==> src/rtl/uart_frame_pkg.sv <==
// Shared types and helpers for the UART frame assembler and its wrapper.
package uart_frame_pkg;

  typedef enum logic [1:0] {
    S_HUNT = 2'd0,
    S_LOAD = 2'd1,
    S_HOLD = 2'd2
  } frame_state_e;

  localparam logic [7:0] SYNC_BYTE_DEFAULT = 8'hA5;

  function automatic int n_bytes(input int width);
    return (width + 7) / 8;
  endfunction

endpackage

==> src/rtl/uart_idle_timer.sv <==
// Inter-byte idle timer: counts enabled cycles, flags expiry, never wraps.
module uart_idle_timer #(
  parameter int TIMEOUT_CYCLES = 12000
) (
  input  logic clk,
  input  logic rst,
  input  logic clear,
  input  logic enable,
  output logic expire
);

  localparam int TW = $clog2(TIMEOUT_CYCLES);

  logic [TW-1:0] timer_q, timer_d;

  // A clear in the expiry cycle (byte accepted) suppresses the expiry.
  assign expire = enable && !clear && (timer_q == TW'(TIMEOUT_CYCLES - 1));

  always_comb begin
    timer_d = timer_q;
    if (clear || expire) begin
      timer_d = '0;
    end else if (enable) begin
      timer_d = timer_q + 1'b1;
    end
  end

  always_ff @(posedge clk) begin
    if (rst) begin
      timer_q <= '0;
    end else begin
      timer_q <= timer_d;
    end
  end

endmodule

==> src/rtl/uart_frame_rx.sv <==
// Frame assembler: hunts for a sync byte, shifts in N_BYTES payload bytes
// MSB-first and presents the frame over a valid/ready handshake.
module uart_frame_rx
  import uart_frame_pkg::*;
#(
  parameter int         NET_INPUTS     = 784,
  parameter logic [7:0] SYNC_BYTE      = SYNC_BYTE_DEFAULT,
  parameter int         TIMEOUT_CYCLES = 12000
) (
  input  logic                  clk,
  input  logic                  rst,
  input  logic [7:0]            s_axis_tdata,
  input  logic                  s_axis_tvalid,
  output logic                  s_axis_tready,
  output logic [NET_INPUTS-1:0] m_frame_data,
  output logic                  m_frame_valid,
  input  logic                  m_frame_ready,
  output logic                  timeout_err,
  output logic                  sync_err
);

  localparam int N_BYTES = n_bytes(NET_INPUTS);
  localparam int CNT_W   = $clog2(N_BYTES + 1);

  frame_state_e          state_q, state_d;
  logic [CNT_W-1:0]      cnt_q, cnt_d;
  logic [NET_INPUTS-1:0] sr_q, sr_d, sr_next;
  logic [NET_INPUTS-1:0] data_q, data_d;
  logic                  valid_q, valid_d;
  logic                  tready_q, tready_d;
  logic                  timeout_err_q, timeout_err_d;
  logic                  sync_err_q, sync_err_d;
  logic                  accept;
  logic                  expire;

  assign accept = s_axis_tvalid && tready_q;

  // Shifting within NET_INPUTS bits drops the padding bits of the first byte.
  assign sr_next = (sr_q << 8) | NET_INPUTS'(s_axis_tdata);

  uart_idle_timer #(
    .TIMEOUT_CYCLES(TIMEOUT_CYCLES)
  ) u_idle_timer (
    .clk   (clk),
    .rst   (rst),
    .clear (accept || (state_q != S_LOAD)),
    .enable(state_q == S_LOAD),
    .expire(expire)
  );

  always_comb begin
    state_d       = state_q;
    cnt_d         = cnt_q;
    sr_d          = sr_q;
    data_d        = data_q;
    sync_err_d    = 1'b0;
    timeout_err_d = 1'b0;
    unique case (state_q)
      S_HUNT: begin
        if (accept) begin
          if (s_axis_tdata == SYNC_BYTE) begin
            state_d = S_LOAD;
            cnt_d   = '0;
          end else begin
            sync_err_d = 1'b1;
          end
        end
      end
      S_LOAD: begin
        if (accept) begin
          sr_d  = sr_next;
          cnt_d = cnt_q + 1'b1;
          if (cnt_q == CNT_W'(N_BYTES - 1)) begin
            state_d = S_HOLD;
            data_d  = sr_next;
            cnt_d   = '0;
          end
        end else if (expire) begin
          state_d       = S_HUNT;
          cnt_d         = '0;
          timeout_err_d = 1'b1;
        end
      end
      S_HOLD: begin
        if (m_frame_ready) begin
          state_d = S_HUNT;
        end
      end
      default: begin
        state_d = S_HUNT;
        cnt_d   = '0;
      end
    endcase
    // Deriving both from the next state keeps tready and valid mutually exclusive.
    valid_d  = (state_d == S_HOLD);
    tready_d = (state_d != S_HOLD);
  end

  always_ff @(posedge clk) begin
    if (rst) begin
      state_q       <= S_HUNT;
      cnt_q         <= '0;
      data_q        <= '0;
      valid_q       <= 1'b0;
      tready_q      <= 1'b0;
      timeout_err_q <= 1'b0;
      sync_err_q    <= 1'b0;
    end else begin
      state_q       <= state_d;
      cnt_q         <= cnt_d;
      data_q        <= data_d;
      valid_q       <= valid_d;
      tready_q      <= tready_d;
      timeout_err_q <= timeout_err_d;
      sync_err_q    <= sync_err_d;
    end
  end

  always_ff @(posedge clk) begin
    sr_q <= sr_d;
  end

  assign s_axis_tready = tready_q;
  assign m_frame_data  = data_q;
  assign m_frame_valid = valid_q;
  assign timeout_err   = timeout_err_q;
  assign sync_err      = sync_err_q;

endmodule

==> config.mk <==
export PLATFORM = sky130hd
export DESIGN_NAME = uart_frame_rx
export DESIGN_NICKNAME = d
export VERILOG_FILES = /design/src/rtl/uart_frame_pkg.sv /design/src/rtl/uart_idle_timer.sv /design/src/rtl/uart_frame_rx.sv
export SDC_FILE = /design/constraint.sdc
export NUM_CORES = 2
export LEC_CHECK = 0
export CORE_ASPECT_RATIO = 1.5
export CORE_MARGIN = 10
export CORE_UTILIZATION = 30
export CTS_CLUSTER_DIAMETER = 40
export DETAILED_ROUTE_END_ITERATION = 12
export PLACE_DENSITY_LB_ADDON = 0.05
export RECOVER_POWER = 100
export SLEW_MARGIN = 20
export SYNTH_ARGS = -nofsm -noshare
export SYNTH_HDL_FRONTEND = slang
export SYNTH_SLANG_ARGS = --single-unit
==> constraint.sdc <==
create_clock -name clk -period 14.7 [get_ports clk]
set_input_delay 2.205 -clock clk [delete_from_list [all_inputs] [get_ports clk]]
set_output_delay 2.205 -clock clk [all_outputs]
set_load 0.01 [all_outputs]
# Yosys cells after proc, flatten, opt, wreduce, memory -nomap -nowiden
# Index checks and enable logic that the tools add are counted.
# totals
register_bits,1587
latchBits,0
mem_bits_rw,0
romBits,0
input_bits,12
wordCells,55
memories,0
# op_classes
add_sub_neg,2
multipliers,0
div,0
magnitude_cmp,0
eq_ne,11
shifts,0
mux,15
bitwise,5
reduce_logical,13
# op_table
op,n
OR 784 x 8 -> 784 bit,1
2-to-1 mux 7 bit,5
one-hot mux 7 bit (3 select lines),1
adder 14 x 1 -> 14 bit (second input constant),1
== test 14 bit (second input constant),1
2-to-1 mux 2 bit,6
== test 8 bit (second input constant),1
adder 7 x 1 -> 7 bit (second input constant),1
== test 7 bit (second input constant),1
!= test 2 bit (second input constant),3
one-hot mux 2 bit (3 select lines),1
OR reduction 3 bit,2
== test 2 bit (second input constant),2
NOT 1 bit,4
AND reduction 4 bit,1
logical AND 1 bit,3
!= test 3 bit (second input constant),1
AND reduction 3 bit,1
== test 2 x 1 -> 1 bit (second input constant),1
logical NOT 2 bit,1
logical OR 1 bit,2
2-to-1 mux 1 bit,2
!= test 2 x 1 -> 1 bit (second input constant),1
AND reduction 2 bit,1
other kinds (2),2

# Depth between registers and ports, before layout
# depth
ltp_word,9
mapped_depth,9
depth_no_buf,6

# Cells and area by module
# Synthesis repeated with hierarchy kept, for this count alone.
# unflattened
cells_unflattened,4325
hier_area_um2,51767.1
# modules_own_cells
mod,instances,cells_per_inst,area_each_um2
uart_frame_rx,1,4248,51059.0
uart_idle_timer,1,77,708.2

# Least setup slack after synthesis
# Ideal clock, no wire load.
# synth_path
kind,input -> register
startpoint,input s_axis_tvalid
endpoint,register cnt_q[1]
setup_time_ns,0.087
arrival_time_ns,12.190
path_slack_ns,2.423
cell_stages,5
path_buffers,0
path_cell_list,nand4b_4 > inv_2 > o21ai_0 > or3_1 > o31ai_1
# synth_via
elab_chain_len,7
elab_cells_between_ends,10
classes_between,2 x eq/ne; 2 x mux; 6 x reduce/logical
# synth_rtl
item,line,text
"start, declared",uart_frame_rx.sv:13,"input logic s_axis_tvalid,"
logical AND 1 bit (*),uart_frame_rx.sv:36,assign accept = s_axis_tvalid && tready_q;
logical OR 1 bit,uart_frame_rx.sv:46,".clear (accept || (state_q != S_LOAD)),"
logical NOT 1 bit,uart_idle_timer.sv:17,assign expire = enable && !clear && (timer_q == TW'(TIMEOUT_CYCLES - 1));
logical AND 1 bit (2 in series),uart_idle_timer.sv:17,
!= test 3 bit (no line),n/a,
AND reduction 4 bit (no line),n/a,
"end signal, assigned",uart_frame_rx.sv:110,cnt_q <= cnt_d;
"end, declared",uart_frame_rx.sv:26,"logic [CNT_W-1:0] cnt_q, cnt_d;"
# Every way passes the cells marked *; elsewhere a longest branch is shown, timed or not.
# A chain may end at the register's enable or synchronous reset.

# Worst setup path after layout
# layout_path
startpoint,input rst
endpoint,"register data_q[547], in the netlist m_frame_data[547]"
# layout_rtl
item,line,text
"start, declared",uart_frame_rx.sv:11,"input logic rst,"
"end signal, assigned",uart_frame_rx.sv:111,data_q <= data_d;
"end, declared",uart_frame_rx.sv:28,"logic [NET_INPUTS-1:0] data_q, data_d;"
# No word-level cell between the ends.

==> results.json <==
{
  "clk_latency_ps": 800,
  "grt_setup_unrepaired": "no",
  "numClockSinks": 1587,
  "finalInstanceArea_sq_um": 68090,
  "status": "finished with violations",
  "syn_inst": 4321,
  "fillerInstances": 16600,
  "gp_routability_congestion": 0.7385,
  "timing.critical_path.required_ps": 15320,
  "max_cap_violations": 5,
  "drt_iter0_drc": 2171,
  "drt-wirelength-per-cell_um": 21.54,
  "synth.cell_area_sq_um": 51570,
  "global_route.usage.total": 0.1634,
  "cts.hold.buffers_added": 0,
  "maxSlewHeadroom": -3.959,
  "tritoncts_clock_tree": "done",
  "timing.critical_path.fanout_max": 185,
  "dieWidth_um": 358.5,
  "synthArstFlopShare": 0,
  "cellLeakagePower_nw": 22.91,
  "hold_violations": 0,
  "worstSetupPathType": "primary input to flip-flop",
  "critPathLaunchType": "primary input",
  "post_synth_num_cell_types": 45,
  "placed_area_sq_um": 61270,
  "die-height_um": 527.8,
  "synth_largest_area_cell": "edfxtp_1",
  "grt_max_degree": 201,
  "drc": 0,
  "core_ar_sq_um": 171100,
  "worstPathBufferInverterCount": 4,
  "clkSlewWorstSetupHoldPaths_ps": 60,
  "hold_path_class": "flip-flop to flip-flop",
  "multi_input_area_sq_um": 10580,
  "tritoncts.num_buffers": 188,
  "worst_ep_arrival_time_ps": 10090,
  "fin_worst_skew_ps": 56.24,
  "nets_finish": 5085,
  "fp.dieArea_sq_um": 189200,
  "first_global_vias": 33120,
  "critPathCaptureType": "flip-flop",
  "violations": "capacitance limit, slew limit",
  "detail_route.wirelength_mm": 161.5,
  "postCtsSetupRepairBufs": 0,
  "post-route-worst-setup-slack_ps": 5231,
  "final_antenna_net_count": 0,
  "ctsHtreeMaxLevel": 4,
  "clockRootBuffer": "clkbuf_16",
  "synth.yosys.seq_area_share": 0.7667,
  "grt_first_pass_wirelength_mm": 231.2,
  "yosysMostFrequentCell": "nand2_1",
  "synth_area_per_cell_sq_um": 11.93,
  "seq_area_sq_um": 39540,
  "synth_top_flop_cell": "dfxtp_1",
  "finalWorstPathRequiredPeriod_ps": 9469,
  "worst_slew_pin_slew_ps": 7438,
  "vdd.ir_drop.worst_v": 0.0001281,
  "synth_common_cells": "nand2_1 (1573), dfxtp_1 (811), a21oi_1 (793)",
  "final_setup_violation_count": 0,
  "areaGrowthSynthToFinish_pct": 32.04,
  "pin_count": 800,
  "crit_path_top_delay_cell": "clkbuf_1",
  "drt-pass1-iter-count": 5,
  "power.density_cell_area_nw_per_um2": 141.2,
  "reg2reg_slack_ps": 6780,
  "cp_cell_sequence": "buf_8 -> clkbuf_1 -> buf_4 -> buf_12 -> a21oi_1",
  "grt_overflow_total": 0,
  "synth_enable_flop_cells": 776,
  "fmax_achieved_ghz": 0.1056,
  "syn_warnings": 0,
  "timing.final.max_slew_violations": 479,
  "clk_path_buf_depth": 3,
  "vias_per_cell": 4.489,
  "routed-via-count": 33660,
  "synth.top_cells.by_area": "edfxtp_1 (45%), dfxtp_1 (31%), nand2_1 (11%)",
  "place_hpwl_mm": 102.4,
  "finalCritPeriodShare": 0.6442,
  "synth_nets": 4336,
  "rows": 186,
  "critical_path.max_stage_delay_ps": 5140,
  "worst_path_dominant_cell_family": "buffers and inverters",
  "ys_ff_latch": 1587,
  "grt_antenna_before_repair": 7,
  "setup_tns_ps": 0,
  "synth_top_cell_area_share": 0.4519,
  "io_buffers": 799,
  "post_cts_resized": 0,
  "pre_cts_slack_ps": 8086,
  "drive_gt1_frac": 0.06721,
  "start_util": 0.3015
}
[final cells by class]
type	instances	area share
Sequential cell	1587	0.5807
Multi-Input combinational cell	2465	0.1553
Timing Repair Buffer	825	0.1231
Clock buffer	237	0.07587
Tap cell	2256	0.04146
Clock inverter	120	0.02314
Antenna cell	6	0.0002205
Inverter	3	0.0001838
[through the flow]
step / power (mW) / utilization / instances / hold slack (ps)
after floorplan: 4.721 / - / 4321 / 425.8
after global placement: 4.743 / 0.3582 / 7132 / 427.7
after detailed placement: 4.743 / 0.3582 / 7132 / 431.8
after CTS: 9.782 / 0.3976 / 7489 / 429.8
after global routing: 9.952 / 0.3980 / 7494 / 444.7
final: 9.612 / 0.3981 / 7499 / 432.8
[routing by layer]
layer  GRT usage  vias to the layer above  wire length (um)
li1            -                    16170                 -
met1      0.2067                    16340             68140
met2      0.2352                      953             68310
met3     0.09530                      198             21870
met4     0.04379                        2              3191
met5           0                        -                 8
[path summary, 6_finish.rpt]
kind,end,depth (start not counted),start
worst min-delay path,sr_q[590],0,sr_q[582]
worst max register to register,sr_q[566],4,state_q[1]
worst min register to register,sr_q[590],0,sr_q[582]
worst max-delay path,m_frame_data[547],5,rst
[kinds of logic (layout without fill, tap and decap cells)]
family | Yosys count | count (layout) | share of synthesized area
flops | 1587 | 1587 | 0.7667
xor+xnor | 8 | 8 | 0.001359
simple gates | 1641 | 1641 | 0.1229
fa+ha+maj | 3 | 3 | 0.0007280
buf+inv | 269 | 1185 | 0.02829
other cells | 0 | 6 | 0
compound gates | 813 | 813 | 0.08002
[flip-flops by register name, summed over array words and instances (netlist names)]
signal	count
cnt_q	7
sync_err	1
sr_q	776
s_axis_tready	1
m_frame_data	784
timeout_err	1
m_frame_valid	1
u_idle_timer.timer_q	14
state_q	2
[where the power goes]
part           leakage [nW]  switching [mW]  internal [mW]  total [mW]
clock network          3.25            1.96           3.00        4.97
registers              12.2        0.000387           4.60        4.60
logic                  7.45          0.0432        0.00645      0.0497
total                  22.9            2.01           7.61        9.61
[placed cells by master, fill, tap and decap left out, types with 18 or more instances in the layout]
cell / count
a21oi_1: 793
bufinv_16: 27
clkbuf_1: 31
clkbuf_16: 194
clkinv_2: 21
clkinv_4: 18
clkinvlp_4: 19
dfxtp_1: 811
dlygate4sd3_1: 797
edfxtp_1: 776
nand2_1: 1573
Note: power is estimated with default switching activity, not from simulation.
